==> src/rtl/conv_ctrl.sv <==
// conv_ctrl: raster-scan frame controller feeding a KxK convolution engine and writing valid-window results.
// Optional build macro CONV_CTRL_RELU_EN clamps negative results to zero on the write port.
module conv_ctrl #(
    parameter int IMG_WIDTH  = 5,
    parameter int IMG_HEIGHT = 5,
    parameter int K          = 3,
    parameter int ENG_LAT    = 2
) (
    input  logic                                                        clk,
    input  logic                                                        rst,
    input  logic                                                        start,
    input  logic                                                        abort,
    output logic                                                        busy,
    output logic                                                        done,
    output logic                                                        mem_rd_en,
    output logic [$clog2(IMG_WIDTH*IMG_HEIGHT)-1:0]                     mem_addr,
    input  logic [7:0]                                                  mem_rd_data,
    output logic                                                        eng_clr,
    output logic [7:0]                                                  eng_pix,
    output logic                                                        eng_pix_valid,
    input  logic signed [31:0]                                          eng_result,
    output logic                                                        wr_en,
    output logic [$clog2((IMG_WIDTH-K+1)*(IMG_HEIGHT-K+1))-1:0]         wr_addr,
    output logic signed [31:0]                                          wr_data
);

    localparam int NPIX = IMG_WIDTH * IMG_HEIGHT;
    localparam int NOUT = (IMG_WIDTH - K + 1) * (IMG_HEIGHT - K + 1);
    localparam int AW   = $clog2(NPIX);
    localparam int OW   = $clog2(NOUT);
    localparam int CW   = $clog2(IMG_WIDTH + 1);
    localparam int RW   = $clog2(IMG_HEIGHT + 1);

    localparam logic [AW-1:0] ADDR_LAST = AW'(NPIX - 1);
    localparam logic [OW-1:0] WR_LAST   = OW'(NOUT - 1);
    localparam logic [CW-1:0] COL_LAST  = CW'(IMG_WIDTH - 1);
    localparam logic [CW-1:0] COL_WIN   = CW'(K - 1);
    localparam logic [RW-1:0] ROW_WIN   = RW'(K - 1);

    typedef enum logic [2:0] {IDLE, CLEAR, FETCH, DRAIN, DONE} state_t;

    state_t               state_q, state_d;
    logic [AW-1:0]        addr_q, addr_d;
    logic [CW-1:0]        col_q, col_d;
    logic [RW-1:0]        row_q, row_d;
    logic [OW-1:0]        wa_q, wa_d;
    logic                 pv_q, win_q;
    logic [ENG_LAT-1:0]   pv_pipe_q, win_pipe_q;
    logic                 flush, win_now, inflight;
    logic signed [31:0]   res;

    assign busy          = (state_q == CLEAR) || (state_q == FETCH) || (state_q == DRAIN);
    assign done          = state_q == DONE;
    assign eng_clr       = state_q == CLEAR;
    assign mem_rd_en     = state_q == FETCH;
    assign mem_addr      = addr_q;
    assign eng_pix_valid = pv_q;
    assign eng_pix       = pv_q ? mem_rd_data : 8'd0;
    assign flush         = busy && abort;
    assign win_now       = (row_q >= ROW_WIN) && (col_q >= COL_WIN);
    assign inflight      = pv_q || (|pv_pipe_q);
    assign wr_en         = pv_pipe_q[ENG_LAT-1] && win_pipe_q[ENG_LAT-1];
    assign wr_addr       = wa_q;
`ifdef CONV_CTRL_RELU_EN
    assign res           = (eng_result < 0) ? 32'sd0 : eng_result;
`else
    assign res           = eng_result;
`endif
    assign wr_data       = wr_en ? res : 32'sd0;

    // Next-state and counter update: raster address with row/col tag, result address per write.
    always_comb begin
        state_d = state_q;
        addr_d  = addr_q;
        col_d   = col_q;
        row_d   = row_q;
        wa_d    = wa_q;
        case (state_q)
            IDLE:  if (start && !abort) state_d = CLEAR;
            CLEAR: begin
                state_d = FETCH;
                addr_d  = '0;
                col_d   = '0;
                row_d   = '0;
                wa_d    = '0;
            end
            FETCH: begin
                if (addr_q == ADDR_LAST) begin
                    state_d = DRAIN;
                end else begin
                    addr_d = addr_q + 1'b1;
                    col_d  = (col_q == COL_LAST) ? '0 : col_q + 1'b1;
                    row_d  = (col_q == COL_LAST) ? row_q + 1'b1 : row_q;
                end
            end
            DRAIN: if (!inflight) state_d = DONE;
            DONE:  state_d = IDLE;
            default: state_d = IDLE;
        endcase
        if (wr_en && wa_q != WR_LAST) wa_d = wa_q + 1'b1;
        if (flush) state_d = IDLE;
    end

    // FSM state and scan counters.
    always_ff @(posedge clk or negedge rst) begin
        if (!rst) begin
            state_q <= IDLE;
            addr_q  <= '0;
            col_q   <= '0;
            row_q   <= '0;
            wa_q    <= '0;
        end else begin
            state_q <= state_d;
            addr_q  <= addr_d;
            col_q   <= col_d;
            row_q   <= row_d;
            wa_q    <= wa_d;
        end
    end

    // Tag pipeline: pixel-valid stage then ENG_LAT stages aligned with the engine result.
    always_ff @(posedge clk or negedge rst) begin
        if (!rst) begin
            pv_q       <= 1'b0;
            win_q      <= 1'b0;
            pv_pipe_q  <= '0;
            win_pipe_q <= '0;
        end else if (flush) begin
            pv_q       <= 1'b0;
            win_q      <= 1'b0;
            pv_pipe_q  <= '0;
            win_pipe_q <= '0;
        end else begin
            pv_q          <= mem_rd_en;
            win_q         <= mem_rd_en && win_now;
            pv_pipe_q[0]  <= pv_q;
            win_pipe_q[0] <= win_q;
            for (int i = 1; i < ENG_LAT; i++) begin
                pv_pipe_q[i]  <= pv_pipe_q[i-1];
                win_pipe_q[i] <= win_pipe_q[i-1];
            end
        end
    end

endmodule

==> config.mk <==
export PLATFORM = sky130hd
export DESIGN_NAME = conv_ctrl
export DESIGN_NICKNAME = d
export VERILOG_FILES = /design/src/rtl/conv_ctrl.sv
export SDC_FILE = /design/constraint.sdc
export NUM_CORES = 1
export LEC_CHECK = 0
export ABC_AREA = 1
export CAP_MARGIN = 30
export CORE_MARGIN = 10
export CORE_UTILIZATION = 38
export CTS_CLUSTER_SIZE = 24
export DETAILED_ROUTE_END_ITERATION = 12
export PLACE_DENSITY_LB_ADDON = 0.08
export RECOVER_POWER = 25
export SLEW_MARGIN = 20
export SYNTH_ARGS = -nofsm -noshare
export SYNTH_HDL_FRONTEND = slang
export SYNTH_SLANG_ARGS = --single-unit
==> constraint.sdc <==
create_clock -name clk -period 1.5 [get_ports clk]
set_input_delay 0.15 -clock clk [delete_from_list [all_inputs] [get_ports clk]]
set_output_delay 0.15 -clock clk [all_outputs]
set_load 0.01 [all_outputs]
* Word level (Yosys, flattened, before mapping)
Index checks and enable logic that the tools add are counted.
** Storage, ports and cells
- Output and inout port bits :: 55
- Register bits after elaboration :: 24
- Input bits :: 44
- Logic and storage cells :: 65
- Latch bits :: 0
- Memories :: 0
- Bits in read-only memories :: 0
- RAM bits :: 0
** Operators by class
- Reductions and logical operators :: 17
- $lt $le $gt $ge :: 2
- Eq/ne operators :: 12
- $mul :: 0
- Shift operators :: 0
- Muxes and demuxes :: 21
- Divide/modulo/power cells :: 0
- Add/subtract/negate cells :: 4
- Bitwise operators :: 0
** Operator list (count)
- $mux W32 :: 1
- $mux W3 :: 8
- $pmux W3 S2 :: 2
- $pmux W3 S4 :: 1
- $pmux W5 S2 :: 1
- $mux W4 :: 2
- $mux W8 :: 1
- $add A3 B1 Y3 const B :: 2
- $eq A3 B2 Y1 const B :: 2
- $eq A3 B3 Y1 const B :: 2
- $ge A3 B2 Y1 const B :: 2
- $logic_and A1 B1 Y1 :: 6
- $ne A3 B3 Y1 const B :: 2
- $reduce_and A3 Y1 :: 2
- $add A5 B1 Y5 const B :: 1
- $eq A5 B5 Y1 const B :: 1
- $mux W5 :: 1
- $add A4 B1 Y4 const B :: 1
- $mux W2 :: 2
- $ne A4 B4 Y1 const B :: 1
- $reduce_bool A2 Y1 :: 2
- $eq A3 B1 Y1 const B :: 1
- $logic_not A3 Y1 :: 1
- $logic_or A1 B1 Y1 :: 3
- other kinds (7) :: 8

* Logic depth before layout (Yosys ltp)
Gate-level depths: netlist (run 1).
- Depth in word-level cells :: 6
- Gate-level depth with buffers :: 9
- Mapped depth without buffers :: 9

* Least setup slack after synthesis (run 1)
OpenSTA, ideal clock, no wires.
- Path kind :: reg-to-reg
- Start point :: register addr_q[0] (netlist: mem_addr[0])
- End point :: register state_q[1]
- Buffers on the path :: 0
- Required time :: 1.369 ns
- Setup time :: 0.131 ns
- Arrival :: 1.205 ns
- Slack :: 0.164 ns
- Stages on the path, launching flop included :: 8
- Clock period less this slack :: 1.336 ns
- Cell sequence :: dfrtp_1 > inv_1 > ha_1 > nand2_1 > nor2_4 > nor2_1 > nor2_1 > o21ai_0
** Between the ends
- Longest elaborated chain between the ends :: 3
** Ends and longest elaborated chain
- start, declared :: RTL line 43 : logic [AW-1:0] addr_q, addr_d;
- start signal, assigned :: RTL line 114 : addr_q <= addr_d;
- $eq A5 B5 Y1 :: RTL line 88 : if (addr_q == ADDR_LAST) begin
- $ne A3 B1 Y1 (no line)
- $reduce_and A3 Y1 (no line)
- end signal, assigned :: RTL line 113 : state_q <= state_d;
- end, declared :: RTL line 42 : state_t state_q, state_d;
No other way between the ends.
A chain may end at the register's enable or synchronous reset.

* Worst setup path after layout (run 1)
- Start point :: register pv_pipe_q[1]
- End point :: output wr_data[29]
** Between the ends
- Longest elaborated chain between the ends :: 2
** Ends and longest elaborated chain
- start, declared :: RTL line 48 : logic [ENG_LAT-1:0] pv_pipe_q, win_pipe_q;
- start signal, assigned by index :: RTL line 139 : pv_pipe_q[i] <= pv_pipe_q[i-1];
- $logic_and A1 B1 Y1 :: RTL line 62 : assign wr_en = pv_pipe_q[ENG_LAT-1] && win_pipe_q[ENG_LAT-1];
- $mux W32 :: RTL line 69 : assign wr_data = wr_en ? res : 32'sd0;
- end, declared :: RTL line 24 : output logic signed [31:0] wr_data
No other way between the ends.

==> results of run 1 <==
## layer usage
metal | GRT usage [%] | share of wire, % | vias to the layer above
met5 | 0 | 0 | -
met4 | 4.49 | 1.0 | 0
met3 | 3.97 | 11 | 5
met2 | 23.5 | 44 | 69
met1 | 18.3 | 44 | 774
li1 | - | - | 926
## flip-flops by register name, indices dropped and copies added, names as in the netlist
signal         count
col_q              3
eng_pix_valid      1
mem_addr           5
pv_pipe_q          2
row_q              3
state_q            3
win_pipe_q         2
win_q              1
wr_addr            4
## power by group
part,total (W),switching [W],internal [W],leakage [nW]
clock,0.000566,0.000209,0.000357,0.0357
sequential,0.000838,0.0000957,0.000743,0.323
combinational,0.00122,0.000657,0.000562,1.43
total,0.00262,0.000962,0.00166,1.79
## synth_stat cells
| cell type | instances |
|---|---|
| a21oi_1 | 1 |
| buf_2 | 1 |
| clkbuf_1 | 3 |
| dfrtp_1 | 24 |
| ha_1 | 9 |
| inv_1 | 69 |
| inv_2 | 1 |
| nand2_1 | 43 |
| nand2_2 | 2 |
| nand2_4 | 2 |
| nand3_1 | 10 |
| nand4_1 | 1 |
| nor2_1 | 46 |
| nor2_2 | 3 |
| nor2_4 | 2 |
| nor2_8 | 1 |
| nor3_1 | 3 |
| nor3b_2 | 1 |
| o211ai_1 | 1 |
| o21ai_0 | 9 |
| o21ai_1 | 2 |
| o21ai_4 | 1 |
| o22ai_1 | 1 |
| o31ai_1 | 1 |
| or2_2 | 1 |
| xnor2_1 | 2 |
| xor2_1 | 3 |
## how the worst max path moves through the flow
stage	from	endpoint	slack [ns]	cells past startpoint
3_3_place_gp	eng_result[9]	wr_data[9]	0.05	4
3_5_place_dp	eng_result[3]	wr_data[3]	0.03	4
6_report	pv_pipe_q[1]	wr_data[29]	0.03	4
5_1_grt	pv_pipe_q[1]	wr_data[29]	-0.02	4
4_1_cts	state_q[0]	done	0.0005	3
2_1_floorplan	mem_addr[0]	state_q[1]	0.16	7
## cell type report
type	instances	area (um2)
flip-flops and latches	24	604
clock buffers	3	41.3
multi-input cells	145	782
well taps	50	62.6
inverters	70	265
clock inverters	1	30.0
fillers	374	1270
repair buffers	112	1060
## what timing repair did
item | 4_1_cts | 5_1_grt
gates cloned | 0 | 1
pin swaps | 0 | 3
setup buffers | 4 | 2
resized for setup | 49 | 14
setup endpoints to repair | 46 | 22
## layout by cell type, fill, tap and decap left out, types with 3 or more instances in the layout
cell type / count
dlygate4sd2_1: 39
ha_1: 9
buf_4: 10
nand2_2: 3
clkdlybuf4s50_1: 50
xor2_1: 3
nor3_1: 3
inv_1: 68
clkbuf_8: 3
clkdlybuf4s15_1: 5
nor2_4: 3
dfrtp_2: 3
dfrtp_1: 21
o21ai_1: 3
nand2_1: 42
nand3_1: 10
o21ai_0: 8
nor2_1: 46
## kinds of logic after synthesis
group / share of synthesized area [%]
AND/OR/NAND/NOR: 31.5
buffers and inverters: 16.9
flip-flops: 36.3
AO/OA/AOI/OAI: 5.90
adder cells (fa/ha/maj): 6.81
XOR/XNOR: 2.65
## through the flow
step	total power, W	setup WS [ns]
finish	0.00262	0.0281
global route	0.00283	-0.0160
CTS	0.00264	0.000522
detailed placement	0.00206	0.0348
global placement	0.00203	0.0530
floorplan	0.00150	0.164
==> metrics.md, run 1 <==
| Metric | Value |
|---|---|
| Reg clk slew, reported paths | `0.08 ns` |
| Hold buffers post-CTS | `0` |
| Layout area overhead | `72.2%` |
| Die ar. | `0.00739 mm2` |
| Hold Slack | `0.410 ns` |
| Synth area leader | `dfrtp_1` |
| CP Max Fanout | `16` |
| Synthesized area per cell | `6.81 um2` |
| Largest delay contributor family on the critical path | `buffers and inverters` |
| Slew Limit Headroom | `59.2%` |
| Seq cells post-synth | `24` |
| Initial antenna violation count | `0` |
| First-pass GRT wire length | `8.74 mm` |
| Top cells by area, synth | `dfrtp_1, inv_1, nor2_1` |
| Critical Path End Type | `output port` |
| Final worst path period share | `98.1%` |
| Gr ovfl total | `0` |
| Crit path buffers/inverters | `2` |
| Top Ports | `99` |
| Area fraction of the dominant cell type after synthesis | `36.3%` |
| Post-synthesis sequential area ratio | `36.3%` |
| Skew final | `0.00333 ns` |
| Max cap viols | `0` |
| Std cell rows | `23` |
| Slew @ Worst Pin | `0.612 ns` |
| Inserted Diodes | `0` |
| Peak Freq | `0.679 GHz` |
| Flop2flop setup slack | `0.13 ns` |
| Final Cell Area | `0.00285 mm2` |
| Final core utilization | `69.2%` |
| Final Hold Vio Count | `0` |
| Fin crit period | `1.47 ns` |
| WS Path Type | `reg2out` |
| Starting Density | `40.2%` |
| Chain of cells forming the critical path | `nand2_2 > clkbuf_16 > nor2_1 > dlygate4sd2_1` |
| Vias/cell | `4.38` |
| Clock latency at the later pin of the worst-skew pair | `0.27 ns` |
| DRT iter0 DRCs | `64` |
| IO buf count | `98` |
| Detail Route Antenna Nets | `0` |
| Critical path required time | `1.35 ns` |
| Outcome | `finished clean` |
| Gpl congestion | `0.787` |
| Root buffer cell | `clkbuf_8` |
| Static leakage | `1.79 nW` |
| Vias in the first global route | `1,660` |
| HPWL Detailed | `4.64 mm` |
| Crit path arrival time | `1.32 ns` |
| Pins Over Slew Limit | `0` |
| Placed cell count | `394` |
| Worst r2r dst | `row_q[0]` |
| CTS tree | `yes` |
| Synth cell types | `27` |
| Die Ht | `86.0 um` |
| Power density cells | `921 mW/mm2` |
| H-tree levels | `1` |
| Layout cells sized above 1 | `10.7%` |
| Cell area after placement | `0.00275 mm2` |
| Mapped cell area | `0.00165 mm2` |
| Setup TNS | `0 ns` |
| CTS sink cnt | `24` |
| DRT Wirelength | `5.69 mm` |
| Core Region | `0.00412 mm2` |
| Ys Warns | `0` |
| Cells after Synth | `243` |
| CP startpoint kind | `flip-flop` |
| Peak VDD IR | `878 uV` |
| Num CTS Buffers | `3` |
| CP peak stage delay | `0.40 ns` |
| Post-route DRC | `0` |
| Tot GR Track Use | `14.6%` |
| Layout Cells excl Fill | `405` |
| WL per Instance | `14.0 um` |
| Largest net degree at the start of global routing | `34` |
| R2R cell count | `9` |
| Mapped Nets | `296` |
| Clock Tree Buf Depth | `2` |
| Worst R2R Start | `mem_addr[1]` |
| Final Net Count | `409` |
| Die width | `86.0 um` |
| Min-Delay Path Class | `in2async` |
| Detailed-route via count | `1,774` |
| CP max stage cell | `dfrtp_1` |
| Drt pass-1 iters | `4` |
| Final setup vio count | `0` |
No activity file was read; power rests on OpenSTA's default activity.
==> inputs of run 2 (changes only) <==
- GPL_TIMING_DRIVEN: unset -> 1
==> results of run 2 <==
Final layout, timing and power as in run 1 (identical DEF).
